$ cat config.mk
export PLATFORM = sky130hd
export DESIGN_NAME = booth2_mul_pp_compressor
export DESIGN_NICKNAME = d
export VERILOG_FILES = /design/src/rtl/booth2_mul_pkg.sv /design/src/rtl/booth2_mul_csa_3to2.sv /design/src/rtl/booth2_mul_pp_compressor.sv
export SDC_FILE = /design/constraint.sdc
export NUM_CORES = 2
export LEC_CHECK = 0
export CORE_UTILIZATION = 40
export CTS_CLUSTER_SIZE = 28
export DETAILED_ROUTE_END_ITERATION = 7
export PLACE_DENSITY = 0.67
export SLEW_MARGIN = 20
export SYNTH_ARGS = -nofsm -noshare
export SYNTH_HDL_FRONTEND = slang
export SYNTH_SLANG_ARGS = --single-unit
$ cat constraint.sdc
create_clock -name clk -period 3.5 [get_ports clk]
set_clock_uncertainty 0.05 [all_clocks]
set_input_delay 0.7 -clock clk [delete_from_list [all_inputs] [get_ports clk]]
set_output_delay 0.7 -clock clk [all_outputs]
set_load 0.02 [all_outputs]
$ cat src/rtl/booth2_mul_pkg.sv
// Shared Booth-2 multiplier definitions: row geometry, row alignment, the
// sign-extension correction constant and CSA-tree sizing helpers.
package booth2_mul_pkg;

    // Bits of multiplier examined per Booth-2 digit.
    localparam int unsigned BOOTH2_TRA_WD = 3;

    // Widest product the constant helpers below are sized for.
    localparam int unsigned MAX_PROD_WD = 128;

    function automatic int unsigned pp_num(input int unsigned mul_in_wd);
        return mul_in_wd / 2;
    endfunction

    function automatic int unsigned pp_wd(input int unsigned mul_in_wd);
        return mul_in_wd + 1;
    endfunction

    function automatic int unsigned prod_wd(input int unsigned mul_in_wd);
        return 2 * mul_in_wd;
    endfunction

    // Row i carries weight 4^i, i.e. a left shift of 2i bit positions.
    function automatic int unsigned row_shift(input int unsigned row_idx);
        return 2 * row_idx;
    endfunction

    // Each row is zero-extended with ei (= ~msb) placed just above its MSB.
    // sign_extend(row) = row + ei*2^PP_WD - 2^PP_WD, so the rows need a single
    // constant of -sum(2^(PP_WD+2i)) to become exact. Returned mod 2^MAX_PROD_WD;
    // callers keep the low PROD_WD bits.
    function automatic logic [MAX_PROD_WD-1:0] sext_corr(input int unsigned mul_in_wd);
        logic [MAX_PROD_WD-1:0] k;
        k = '0;
        for (int unsigned i = 0; i < pp_num(mul_in_wd); i++) begin
            k = k - (MAX_PROD_WD'(1) << (pp_wd(mul_in_wd) + row_shift(i)));
        end
        return k;
    endfunction

    // Rows left after the first level: 4:2 groups, a trailing 3:2 for three
    // leftover rows, otherwise leftovers pass straight through.
    function automatic int unsigned l1_rows(input int unsigned n);
        int unsigned rem;
        rem = n % 4;
        return 2 * (n / 4) + ((rem == 3) ? 2 : rem);
    endfunction

    // One 3:2 level: every full group of three rows becomes two.
    function automatic int unsigned csa_next(input int unsigned n);
        return 2 * (n / 3) + (n % 3);
    endfunction

    // Rows present at the input of tree level lvl.
    function automatic int unsigned csa_rows(input int unsigned n, input int unsigned lvl);
        int unsigned r;
        r = n;
        for (int unsigned l = 0; l < lvl; l++) begin
            r = csa_next(r);
        end
        return r;
    endfunction

    // Number of 3:2 levels needed to bring n rows down to two.
    function automatic int unsigned csa_levels(input int unsigned n);
        int unsigned r;
        int unsigned l;
        r = n;
        l = 0;
        while (r > 2) begin
            r = csa_next(r);
            l++;
        end
        return l;
    endfunction

endpackage

$ cat src/rtl/booth2_mul_csa_3to2.sv
// Row of full adders: three addends in, sum row and left-aligned carry row out.
// The carry row is already shifted by one; the carry out of the MSB is dropped
// because all arithmetic here is modulo 2^WD.
module booth2_mul_csa_3to2 #(
    parameter int unsigned WD = 8
) (
    input  logic [WD-1:0] a,
    input  logic [WD-1:0] b,
    input  logic [WD-1:0] c,
    output logic [WD-1:0] sum,
    output logic [WD-1:0] carry
);

    // Bitwise full-adder: parity to sum, majority to the next column's carry.
    always_comb begin
        sum   = a ^ b ^ c;
        carry = {(a[WD-2:0] & b[WD-2:0]) | (a[WD-2:0] & c[WD-2:0]) | (b[WD-2:0] & c[WD-2:0]),
                 1'b0};
    end

endmodule

$ cat src/rtl/booth2_mul_pp_compressor.sv
// Booth-2 partial-product compressor: aligns the PP_NUM rows, reduces them with
// a 4:2 first level followed by a 3:2 tree to two rows, registers those, then
// resolves them with a carry-propagate adder into the signed product.
// Optional build macro BOOTH2_MUL_COMP_MID_REG_EN adds a register stage after
// the first tree level (latency 3 instead of 2, same results).
module booth2_mul_pp_compressor
    import booth2_mul_pkg::*;
#(
    parameter int unsigned MUL_IN_WD = 32,
    localparam int unsigned PP_NUM = pp_num(MUL_IN_WD),
    localparam int unsigned PP_WD = pp_wd(MUL_IN_WD),
    localparam int unsigned PROD_WD = prod_wd(MUL_IN_WD)
) (
    input  logic                    clk,
    input  logic                    rstn,
    input  logic                    val_i,
    input  logic [PP_NUM*PP_WD-1:0] ppi,
    input  logic [PP_NUM-1:0]       si,
    input  logic [PP_NUM-1:0]       ei,
    output logic                    val_o,
    output logic [PROD_WD-1:0]      prod_o
);

    localparam int unsigned L1_GRP = PP_NUM / 4;
    localparam int unsigned L1_REM = PP_NUM % 4;
    localparam int unsigned L1_ROWS = l1_rows(PP_NUM);
    // First-level rows plus the si row and the correction constant row.
    localparam int unsigned TREE_IN = L1_ROWS + 2;
    localparam int unsigned NUM_LVL = csa_levels(TREE_IN);
    localparam logic [MAX_PROD_WD-1:0] CORR_FULL = sext_corr(MUL_IN_WD);
    localparam logic [PROD_WD-1:0] CORR = CORR_FULL[PROD_WD-1:0];

    // ------------------------------------------------------------------
    // Row alignment
    // ------------------------------------------------------------------
    logic [PROD_WD-1:0] pp_row [PP_NUM];
    logic [PROD_WD-1:0] si_row;

    for (genvar i = 0; i < PP_NUM; i++) begin : g_row
        assign pp_row[i] = PROD_WD'({ei[i], ppi[i*PP_WD +: PP_WD]}) << row_shift(i);
    end

    // si bits land on the even columns 2i; every other column is zero.
    for (genvar bt = 0; bt < PROD_WD; bt++) begin : g_si_bit
        if ((bt % 2 == 0) && (bt / 2 < PP_NUM)) begin : g_set
            assign si_row[bt] = si[bt/2];
        end else begin : g_zero
            assign si_row[bt] = 1'b0;
        end
    end

    // ------------------------------------------------------------------
    // First tree level: PP_NUM rows down to L1_ROWS rows
    // ------------------------------------------------------------------
    logic [PROD_WD-1:0] l1 [L1_ROWS];

    for (genvar g = 0; g < L1_GRP; g++) begin : g_l1_4to2
        logic [PROD_WD-1:0] s1;
        logic [PROD_WD-1:0] c1;

        booth2_mul_csa_3to2 #(
            .WD(PROD_WD)
        ) u_csa_a (
            .a    (pp_row[4*g]),
            .b    (pp_row[4*g+1]),
            .c    (pp_row[4*g+2]),
            .sum  (s1),
            .carry(c1)
        );

        booth2_mul_csa_3to2 #(
            .WD(PROD_WD)
        ) u_csa_b (
            .a    (s1),
            .b    (c1),
            .c    (pp_row[4*g+3]),
            .sum  (l1[2*g]),
            .carry(l1[2*g+1])
        );
    end

    if (L1_REM == 3) begin : g_l1_rem3
        booth2_mul_csa_3to2 #(
            .WD(PROD_WD)
        ) u_csa_rem (
            .a    (pp_row[4*L1_GRP]),
            .b    (pp_row[4*L1_GRP+1]),
            .c    (pp_row[4*L1_GRP+2]),
            .sum  (l1[2*L1_GRP]),
            .carry(l1[2*L1_GRP+1])
        );
    end else begin : g_l1_pass
        for (genvar r = 0; r < L1_REM; r++) begin : g_rem
            assign l1[2*L1_GRP+r] = pp_row[4*L1_GRP+r];
        end
    end

    // ------------------------------------------------------------------
    // Optional mid-tree register
    // ------------------------------------------------------------------
    logic [PROD_WD-1:0] t_rows [L1_ROWS];
    logic [PROD_WD-1:0] t_si;
    logic               t_val;

`ifdef BOOTH2_MUL_COMP_MID_REG_EN
    logic               vm_q;
    logic [PROD_WD-1:0] l1_q [L1_ROWS];
    logic [PROD_WD-1:0] si_q;

    // Mid stage: capture first-level rows on a valid beat, hold otherwise.
    always_ff @(posedge clk or negedge rstn) begin
        if (!rstn) begin
            vm_q <= 1'b0;
            si_q <= '0;
            for (int j = 0; j < L1_ROWS; j++) begin
                l1_q[j] <= '0;
            end
        end else begin
            vm_q <= val_i;
            if (val_i) begin
                l1_q <= l1;
                si_q <= si_row;
            end
        end
    end

    assign t_rows = l1_q;
    assign t_si   = si_q;
    assign t_val  = vm_q;
`else
    assign t_rows = l1;
    assign t_si   = si_row;
    assign t_val  = val_i;
`endif

    // ------------------------------------------------------------------
    // Remaining 3:2 tree: TREE_IN rows down to two
    // ------------------------------------------------------------------
    logic [PROD_WD-1:0] lvl0 [TREE_IN];

    for (genvar j = 0; j < L1_ROWS; j++) begin : g_lvl0
        assign lvl0[j] = t_rows[j];
    end
    assign lvl0[L1_ROWS]   = t_si;
    assign lvl0[L1_ROWS+1] = CORR;

    for (genvar k = 0; k < NUM_LVL; k++) begin : g_lvl
        localparam int unsigned N_IN = csa_rows(TREE_IN, k);
        localparam int unsigned N_GRP = N_IN / 3;
        localparam int unsigned N_OUT = csa_next(N_IN);

        logic [PROD_WD-1:0] rin [N_IN];
        logic [PROD_WD-1:0] rout [N_OUT];

        if (k == 0) begin : g_src0
            assign rin = lvl0;
        end else begin : g_srcn
            assign rin = g_lvl[k-1].rout;
        end

        for (genvar g = 0; g < N_GRP; g++) begin : g_csa
            booth2_mul_csa_3to2 #(
                .WD(PROD_WD)
            ) u_csa (
                .a    (rin[3*g]),
                .b    (rin[3*g+1]),
                .c    (rin[3*g+2]),
                .sum  (rout[2*g]),
                .carry(rout[2*g+1])
            );
        end

        for (genvar r = 0; r < N_IN % 3; r++) begin : g_pass
            assign rout[2*N_GRP+r] = rin[3*N_GRP+r];
        end
    end

    logic [PROD_WD-1:0] tree_s;
    logic [PROD_WD-1:0] tree_c;

    assign tree_s = g_lvl[NUM_LVL-1].rout[0];
    assign tree_c = g_lvl[NUM_LVL-1].rout[1];

    // ------------------------------------------------------------------
    // Pipeline registers
    // ------------------------------------------------------------------
    logic               v1_q;
    logic [PROD_WD-1:0] s_q;
    logic [PROD_WD-1:0] c_q;
    logic               val_q;
    logic [PROD_WD-1:0] prod_q;

    // Stage 1: register the redundant sum/carry pair on a valid beat.
    always_ff @(posedge clk or negedge rstn) begin
        if (!rstn) begin
            v1_q <= 1'b0;
            s_q  <= '0;
            c_q  <= '0;
        end else begin
            v1_q <= t_val;
            if (t_val) begin
                s_q <= tree_s;
                c_q <= tree_c;
            end
        end
    end

    // Stage 2: carry-propagate add; carry out of the MSB is discarded.
    always_ff @(posedge clk or negedge rstn) begin
        if (!rstn) begin
            val_q  <= 1'b0;
            prod_q <= '0;
        end else begin
            val_q <= v1_q;
            if (v1_q) begin
                prod_q <= s_q + c_q;
            end
        end
    end

    assign val_o  = val_q;
    assign prod_o = prod_q;

endmodule

# Yosys cells after proc, flatten, opt, wreduce, memory -nomap -nowiden
# Index checks and enable logic that the tools add are counted.
[classes]
n_addsub = 1
mul = 0
n_div = 0
magnitude_cmp = 0
n_eq_ne = 0
n_shift = 0
n_mux = 0
bitwise = 110
n_reduce_logical = 0
[ops]
columns = ["cell", "n"]
rows = [
  ["63-bit OR", 32],
  ["63-bit bitwise AND", 26],
  ["64-bit XOR", 19],
  ["63-bit by 31-bit bitwise AND with 63-bit output", 2],
  ["63-bit by 40-bit bitwise AND with 63-bit output", 2],
  ["63-bit by 48-bit bitwise AND with 63-bit output", 2],
  ["63-bit by 56-bit bitwise AND with 63-bit output", 2],
  ["64-bit adder", 1],
  ["64-bit by 31-bit XOR with 64-bit output", 1],
  ["64-bit by 38-bit XOR with 64-bit output", 1],
  ["64-bit by 40-bit XOR with 64-bit output", 1],
  ["64-bit by 46-bit XOR with 64-bit output", 1],
  ["64-bit by 48-bit XOR with 64-bit output", 1],
  ["64-bit by 54-bit XOR with 64-bit output", 1],
  ["64-bit by 56-bit XOR with 64-bit output", 1],
  ["64-bit by 62-bit XOR with 64-bit output", 1],
  ["58-bit by 62-bit bitwise AND with 62-bit output", 1],
  ["60-bit by 62-bit bitwise AND with 62-bit output", 1],
  ["58-bit by 60-bit bitwise AND with 60-bit output", 1],
  ["58-bit by 60-bit XOR with 60-bit output", 1],
  ["50-bit by 54-bit bitwise AND with 54-bit output", 1],
  ["52-bit by 54-bit bitwise AND with 54-bit output", 1],
  ["50-bit by 52-bit bitwise AND with 52-bit output", 1],
  ["50-bit by 52-bit XOR with 52-bit output", 1],
  ["9 further kinds", 9],
]
[word_totals]
reg_bits = 193
latch_bits = 0
mem_bits_rw = 0
romBits = 0
input_bits = 563
output_inout_bits = 65
elab_cells = 116
mem_count = 0

# Logic depth before layout (Yosys ltp)
[depth]
depth_word = 21
ltp_mapped = 14

# Modules after synthesis
# A second synthesis with hierarchy kept.
[unflattened]
hier_cells = 1996
area_unflattened_um2 = 31497.7
[by_module_without_submodules]
columns = ["mod", "instances", "cells_per_inst", "area_per_inst_um2"]
rows = [
  ["booth2_mul_csa_3to2", 16, 66, 1296.2],
  ["booth2_mul_pp_compressor", 1, 940, 10757.8],
]

# Worst setup path before layout
# Ideal clock, no wire load.
[synth_path]
path_type = "input -> register"
from = "input ppi[159]"
to = "register s_q[35]"
t_arrival_ns = 4.327
slack_ns = -1.002
path_stages = 14
n_path_buf = 0
path_cell_list = "inv_1 > fa_1 > inv_1 > fa_1 > inv_1 > fa_1 > fa_1 > inv_1 > fa_1 > inv_1 > fa_1 > inv_1 > ha_1 > mux2_2"
[synth_between]
elab_chain_len = 12
[synth_lines]
columns = ["element", "line_no", "rtl"]
rows = [
  ["from (decl)", "booth2_mul_pp_compressor.sv:17", "input logic [PP_NUM*PP_WD-1:0] ppi,"],
  ["42-bit by 44-bit XOR with 44-bit output", "booth2_mul_csa_3to2.sv:16", "sum = a ^ b ^ c;"],
  ["64-bit by 46-bit XOR with 64-bit output", "booth2_mul_csa_3to2.sv:16", ""],
  ["64-bit XOR", "booth2_mul_csa_3to2.sv:16", ""],
  ["64-bit by 48-bit XOR with 64-bit output", "booth2_mul_csa_3to2.sv:16", ""],
  ["64-bit XOR (8 in a row)", "booth2_mul_csa_3to2.sv:16", ""],
  ["via g_lvl[4].g_csa[0].u_csa.sum[35]", "booth2_mul_csa_3to2.sv:10", "output logic [WD-1:0] sum,"],
  ["to (signal assigned)", "booth2_mul_pp_compressor.sv:202", "s_q <= tree_s;"],
  ["to (decl)", "booth2_mul_pp_compressor.sv:188", "logic [PROD_WD-1:0] s_q;"],
]
# The timed path passes the listed nets, and every way through them passes these cells.
# A chain may end at the register's enable or synchronous reset.

# Worst setup path after layout
[layout_path]
from = "input ppi[302]"
to = "register s_q[23]"
[layout_between]
elab_chain_len = 12
[layout_lines]
columns = ["element", "line_no"]
rows = [
  ["50-bit by 52-bit XOR with 52-bit output", "booth2_mul_csa_3to2.sv:16"],
  ["64-bit by 54-bit XOR with 64-bit output", "booth2_mul_csa_3to2.sv:16"],
  ["64-bit XOR", "booth2_mul_csa_3to2.sv:16"],
  ["64-bit by 56-bit XOR with 64-bit output", "booth2_mul_csa_3to2.sv:16"],
  ["64-bit XOR (8 in a row)", "booth2_mul_csa_3to2.sv:16"],
  ["via g_lvl[4].g_csa[0].u_csa.sum[23]", "booth2_mul_csa_3to2.sv:10"],
]
# The timed path passes the listed nets, and every way through them passes these cells.

==> impl_metrics.env <==
export IMPL_powerDensity_nw_per_um2=962
export IMPL_synth_flop_cell="dfrtp_1"
export IMPL_critPathRequiredTime_ns=3.79
export IMPL_numCtsBuffers=17
export IMPL_synth_top_area_share_pct=35.6
export IMPL_post_dp_hpwl_mm=53.9
export IMPL_r2r_end="prod_o[53]"
export IMPL_antenna_found_initial=1
export IMPL_tritoncts="built"
export IMPL_finalSetupViolations=82
export IMPL_synth_seq_area_share_pct=19.2
export IMPL_clkTransAtPathRegs_ns=0.08
export IMPL_syn_nets=3584
export IMPL_drt_initial_drc_count=795
export IMPL_synth_edf_count=0
export IMPL_fp_dieH_um=249
export IMPL_ys_warn_count=0
export IMPL_worstSetupStartpointType="input port"
export IMPL_p_leak_nw=16.5
export IMPL_dieWidth_um=249
export IMPL_yosysTopAreaCell="fa_1"
export IMPL_area_delta_synth_final_pct=37.2
export IMPL_coreArea_um2=60500
export IMPL_cp_max_fo=1
export IMPL_clockBufferDepth=2
export IMPL_rr_worst_depth=11
export IMPL_num_nets_final=4197
export IMPL_fin_crit_sh_pct=120
export IMPL_ys_top_cells_by_area="fa_1 (36%), dfrtp_1 (19%), ha_1 (14%)"
export IMPL_slew_violations=0
export IMPL_rsz0062_at_grt="true"
export IMPL_syn_inst=2320
export IMPL_wl_per_cell_um=16.6
export IMPL_timing_hold_ws_ns=0.113
export IMPL_clkSinkCount=188
export IMPL_drc=0
export IMPL_power_mw=32.3
export IMPL_min_period_ns=4.21
export IMPL_crit_type="in2reg"
export IMPL_clock_latency_ns=0.46
export IMPL_track_usage_pct=20.8
export IMPL_grt_pass1_vias=20285
export IMPL_post_route_util_pct=55.6
export IMPL_portBuffers=627
export IMPL_num_rows=90
export IMPL_layout_drive_gt1_share_pct=33.6
export IMPL_ys_ff_latch=188
export IMPL_status="finished, violations left"
export IMPL_max_slew_margin_rel_pct=57.6
export IMPL_fin_cells=3728
export IMPL_cts_root_buffer="clkbuf_16"
export IMPL_globalplace_congestion=0.896
export IMPL_synth_area_um2=24500
export IMPL_dieArea_um2=62200
export IMPL_io_pins=628
export IMPL_fmax_mhz=237
export IMPL_start_util_pct=40.5
export IMPL_grt_max_degree=81
export IMPL_failed_checks="setup timing"
export IMPL_tightest_slew_ns=0.635
export IMPL_dr_pass1_iters=7
export IMPL_drv_cap=0
export IMPL_avgSynthCellArea_um2=10.6
export IMPL_hold_violations=0
export IMPL_holdBufCountCts=0
export IMPL_ys_types=57
export IMPL_drtAntennaViolNets=0
export IMPL_crit_path_end_kind="flop"
export IMPL_dp_cells=3694
export IMPL_diodes=0
export IMPL_via_count=17636
export IMPL_htree_levels=4
export IMPL_fin_ws_ns=-0.715
export IMPL_r2r_setup_slack_ns=0.03
export IMPL_viasPerCell=4.73
export IMPL_grt_ovfl_total=0
export IMPL_wl_mm=61.9
export IMPL_critPathArrivalTime_ns=4.50
export IMPL_hold_class="in2async"
export IMPL_grt_pass1_wl_mm=103
export IMPL_r2r_start="c_q[16]"
export IMPL_ir_drop_v=0.000594
export IMPL_setup_tns_ns=-35.86
export IMPL_synthArstFlopShare_pct=100
==> Yosys cell counts, types with 16 or more instances <==
cell type and instances:
a21o_1 35, a21oi_1 77, a31oi_1 18, clkbuf_1 40, dfrtp_1 188, fa_1 435
ha_1 266, inv_1 755, mux2_2 143, mux2i_1 33, nand2_1 54, nand3_1 16
nand4_1 17, nor2_1 37, o21ai_0 33, xnor2_1 42, xor2_1 18
==> placed cells by master, fill, tap and decap left out, drive strengths merged, types with 4 or more instances in the layout <==
master / n
inv: 762
fa: 435
clkdlybuf4s50: 274
ha: 266
buf: 232
dfrtp: 188
mux2: 143
a21oi: 77
clkbuf: 76
nand2: 54
xnor2: 42
nor2: 37
dlygate4sd2: 37
o21ai: 36
a21o: 35
mux2i: 33
clkdlybuf4s15: 30
a31oi: 19
xor2: 18
nand4: 17
nand3: 16
dlymetal6s2s: 11
and3: 10
o21bai: 10
nor3: 7
o211ai: 7
a211o: 5
a211oi: 5
a22oi: 4
and2: 4
a41oi: 4
o21a: 4
==> how the worst max path moves through the flow <==
| stage | startpoint | endpoint | slack, ns | depth (start not counted) |
|---|---|---|---|---|
| floorplan | ppi[402] | s_q[30] | -0.94 | 12 |
| global placement | ppi[145] | s_q[21] | -1.74 | 15 |
| finish | ppi[302] | s_q[23] | -0.71 | 13 |
| CTS | ppi[145] | s_q[21] | -0.92 | 15 |
| global route | ppi[23] | s_q[23] | -0.80 | 13 |
| detailed placement | ppi[145] | s_q[21] | -1.71 | 15 |
==> report_power, final <==
group / switching (mW) / internal, mW
combinational: 12.8 / 13.5
sequential: 0.608 / 3.36
clock: 0.941 / 1.11
==> layout make-up <==
type | count | area [µm²]
clock buffer | 19 | 453
clock inverter | 13 | 153
fill | 5272 | 26900
inverter | 755 | 2960
multi-input combinational | 1330 | 18600
sequential | 188 | 4710
tap | 782 | 978
timing repair buffer | 641 | 5710
==> flip-flops by register name (all words and copies together) (netlist names) <==
name    cells
c_q        58
prod_o     64
val_o       1
s_q        64
v1_q        1
==> through the flow <==
step	instance area (µm²)	worst slack, ns
2_1_floorplan	25100	-0.939
4_1_cts	33300	-0.921
6_report	33600	-0.715
3_3_place_gp	32400	-1.74
3_5_place_dp	32400	-1.71
5_1_grt	33600	-0.795
==> per-layer routing <==
layer	part of all wire, %	track usage [%]	vias up	wire length, µm
li1	-	-	8292	-
met1	38	23.9	8833	23700
met2	54	39.6	460	33700
met3	5.9	4.58	51	3630
met4	1.4	3.74	0	849
met5	0	0	-	0
==> what timing repair did <==
| action | in CTS | in global routing |
|---|---|---|
| pin swaps | 428 | 356 |
| endpoints found under the setup margin | 100 | 103 |
| resized for setup | 1413 | 295 |
| setup buffers | 0 | 2 |
==> cell families (layout without fill, tap and decap cells) <==
kind of cell | count (synthesis) | in the layout | share of synthesized area (%)
AOI/OAI and AO/OA | 229 | 229 | 6.05
DFF | 188 | 188 | 19.2
buffers and inverters | 802 | 1428 | 12.3
adders and majority gates | 701 | 701 | 49.2
xor gates and xnor gates | 60 | 60 | 2.15
and+or+nand+nor | 164 | 164 | 3.20
muxes | 176 | 176 | 7.93
==> critical path: stages <==
cell    delay [ns]
buf_6         0.09
fa_2          0.59
fa_2          0.46
fa_1          0.51
inv_2         0.04
fa_1          0.51
inv_1         0.05
fa_1          0.49
inv_2         0.04
fa_2          0.52
inv_2         0.04
ha_4          0.20
mux2_4        0.25
No activity file was read; power rests on OpenSTA's default activity.
==> patch: new RTL, config.mk and constraints unchanged <==
The option `BOOTH2_MUL_COMP_MID_REG_EN` is turned on by a define.
--- a/src/rtl/booth2_mul_pp_compressor.sv
+++ b/src/rtl/booth2_mul_pp_compressor.sv
@@ -4,4 +4,6 @@
 // Optional build macro BOOTH2_MUL_COMP_MID_REG_EN adds a register stage after
 // the first tree level (latency 3 instead of 2, same results).
+`define BOOTH2_MUL_COMP_MID_REG_EN
+
 module booth2_mul_pp_compressor
     import booth2_mul_pkg::*;
Check against the original RTL: not settled (the Yosys comparison gave no result); the edit may change what the design does.
==> patch against the original RTL <==
Worst setup slack improved by 0.91 ns. Sequential power rose by 120%. Critical path type is now reg2reg. Highest routed layer is now met5. Design area rose by 33%. Area after synthesis rose by 42%. Power rose by 19%. Core utilization fell by 3.3 points. Synthesized cell count rose by 20%. Critical endpoint is now prod_o[63]$_DFFE_PN0P_. Sequential cell count rose by 317. First-iteration DRC count fell by 2.6%. Wire length rose by 32%. Cell count rose by 24%.
==> patch: results (changes against the original RTL) <==
Post-Synth Adder-Cell Area 34.6% (-15 points); final-layout fill cell count 7486 (+42%); outcome complete, no violations; largest cells by area after synthesis dfrtp_1 (36%), fa_1 (25%), mux2_2 (11%); RePlAce Congestion 0.858 (-4.3%); Post-synth top cells dfrtp_1 (505), inv_1 (451), fa_1 (435); Worst VDD drop 0.579 mV (-2.5%); Synth cell types 70 (+23%); footprint of the multi-input gates 20100 um2 (+7.9%); CP arrival 3.74 ns (-0.76 ns); DR iter-0 viols 774 (-2.6%); Synth Area in XOR/XNOR 1.41% (-0.74 points); deepest clock path buffer count 3 (+1); vias per inst 4.77 (+0.78%); total CTS buffers 59 (+42); largest net degree at the start of global routing 76 (-6.2%); met2 usage 32.8% (-6.8 points); fin cells 4639 (+24%); met1 WL 35000 um (+48%); post-synthesis sequential area ratio 36.3% (+17 points); grt met3 use 3.65% (-0.93 points); Placed Cells 4527 (+23%); Crit-path slowest cell a2111oi_4; H-tree depth 2 (-2); clock slew at reported path FFs 0.06 ns (-0.02 ns); vias in the first global route 24758 (+22%); wire per inst 17.6 um (+5.8%); Synth Area in Compound Gates 5.61% (-0.44 points); DP Area 42700 um2 (+32%); hpwl dp 67200 um (+25%); worst slack at placement 0.0632 ns (+1.77 ns); NumNets Final 4710 (+12%); max incr delay on CP 0.44 ns (-0.15 ns); layout cells sized above 1 15.4% (-18 points); grt met1 use 24.9% (+1.0 points); 1st-pass router iterations 4 (-3); initial antenna violation count 4 (+3); met3 WL 4190 um (+15%); first-pass GRT wire length 133000 um (+30%)
[patch: final cells by class]
class | count | area share, %
well taps | 1144 | 3.20
flip-flops and latches | 505 | 28.3
multi-input cells | 1742 | 45.0
clock inverters | 30 | 0.736
diodes | 3 | 0.0168
repair buffers | 686 | 15.3
inverters | 452 | 3.79
clock buffers | 77 | 3.70
[patch: worst paths after layout]
check / startpoint / slack (ns) / cells past startpoint / endpoint
max in group asynchronous: rstn / 1.75 / 3 / g_lvl[0].rin[409]$_DFFE_PN0P_
worst max-delay path: s_q[16]$_DFFE_PN0P_ / 0.20 / 12 / prod_o[63]$_DFFE_PN0P_
worst min register to register: prod_o[60]$_DFFE_PN0P_ / 0.43 / 2 / prod_o[60]$_DFFE_PN0P_
worst min-delay path: prod_o[60]$_DFFE_PN0P_ / 0.43 / 2 / prod_o[60]$_DFFE_PN0P_
worst max register to register: s_q[16]$_DFFE_PN0P_ / 0.20 / 12 / prod_o[63]$_DFFE_PN0P_
min in group asynchronous: rstn / 0.61 / 2 / val_o$_DFF_PN0_
[patch: power breakdown]
part,total (W),switching (W),internal [W]
Combinational,0.0233,0.0121,0.0113
Sequential,0.00885,0.00101,0.00783
Clock,0.00628,0.00253,0.00376
Total,0.0385,0.0156,0.0228
[patch: worst reg2reg max path, cell delays in order (launching register included)]
cell	delay, ns
dfrtp_1	0.37
ha_1	0.40
nand2_1	0.16
o21ai_0	0.30
nor3_1	0.08
buf_4	0.16
a2111oi_4	0.27
buf_4	0.20
o21ai_2	0.10
a2111oi_4	0.44
o211ai_1	0.16
a21o_1	0.20
a221o_1	0.29
[patch: timing repair]
action | in CTS | in global routing
setup buffers | 0 | 1
endpoints found under the hold margin | 11 | 0
gates resized for setup | 0 | 3
setup endpoints to repair | 0 | 3
hold buffers | 1 | 0
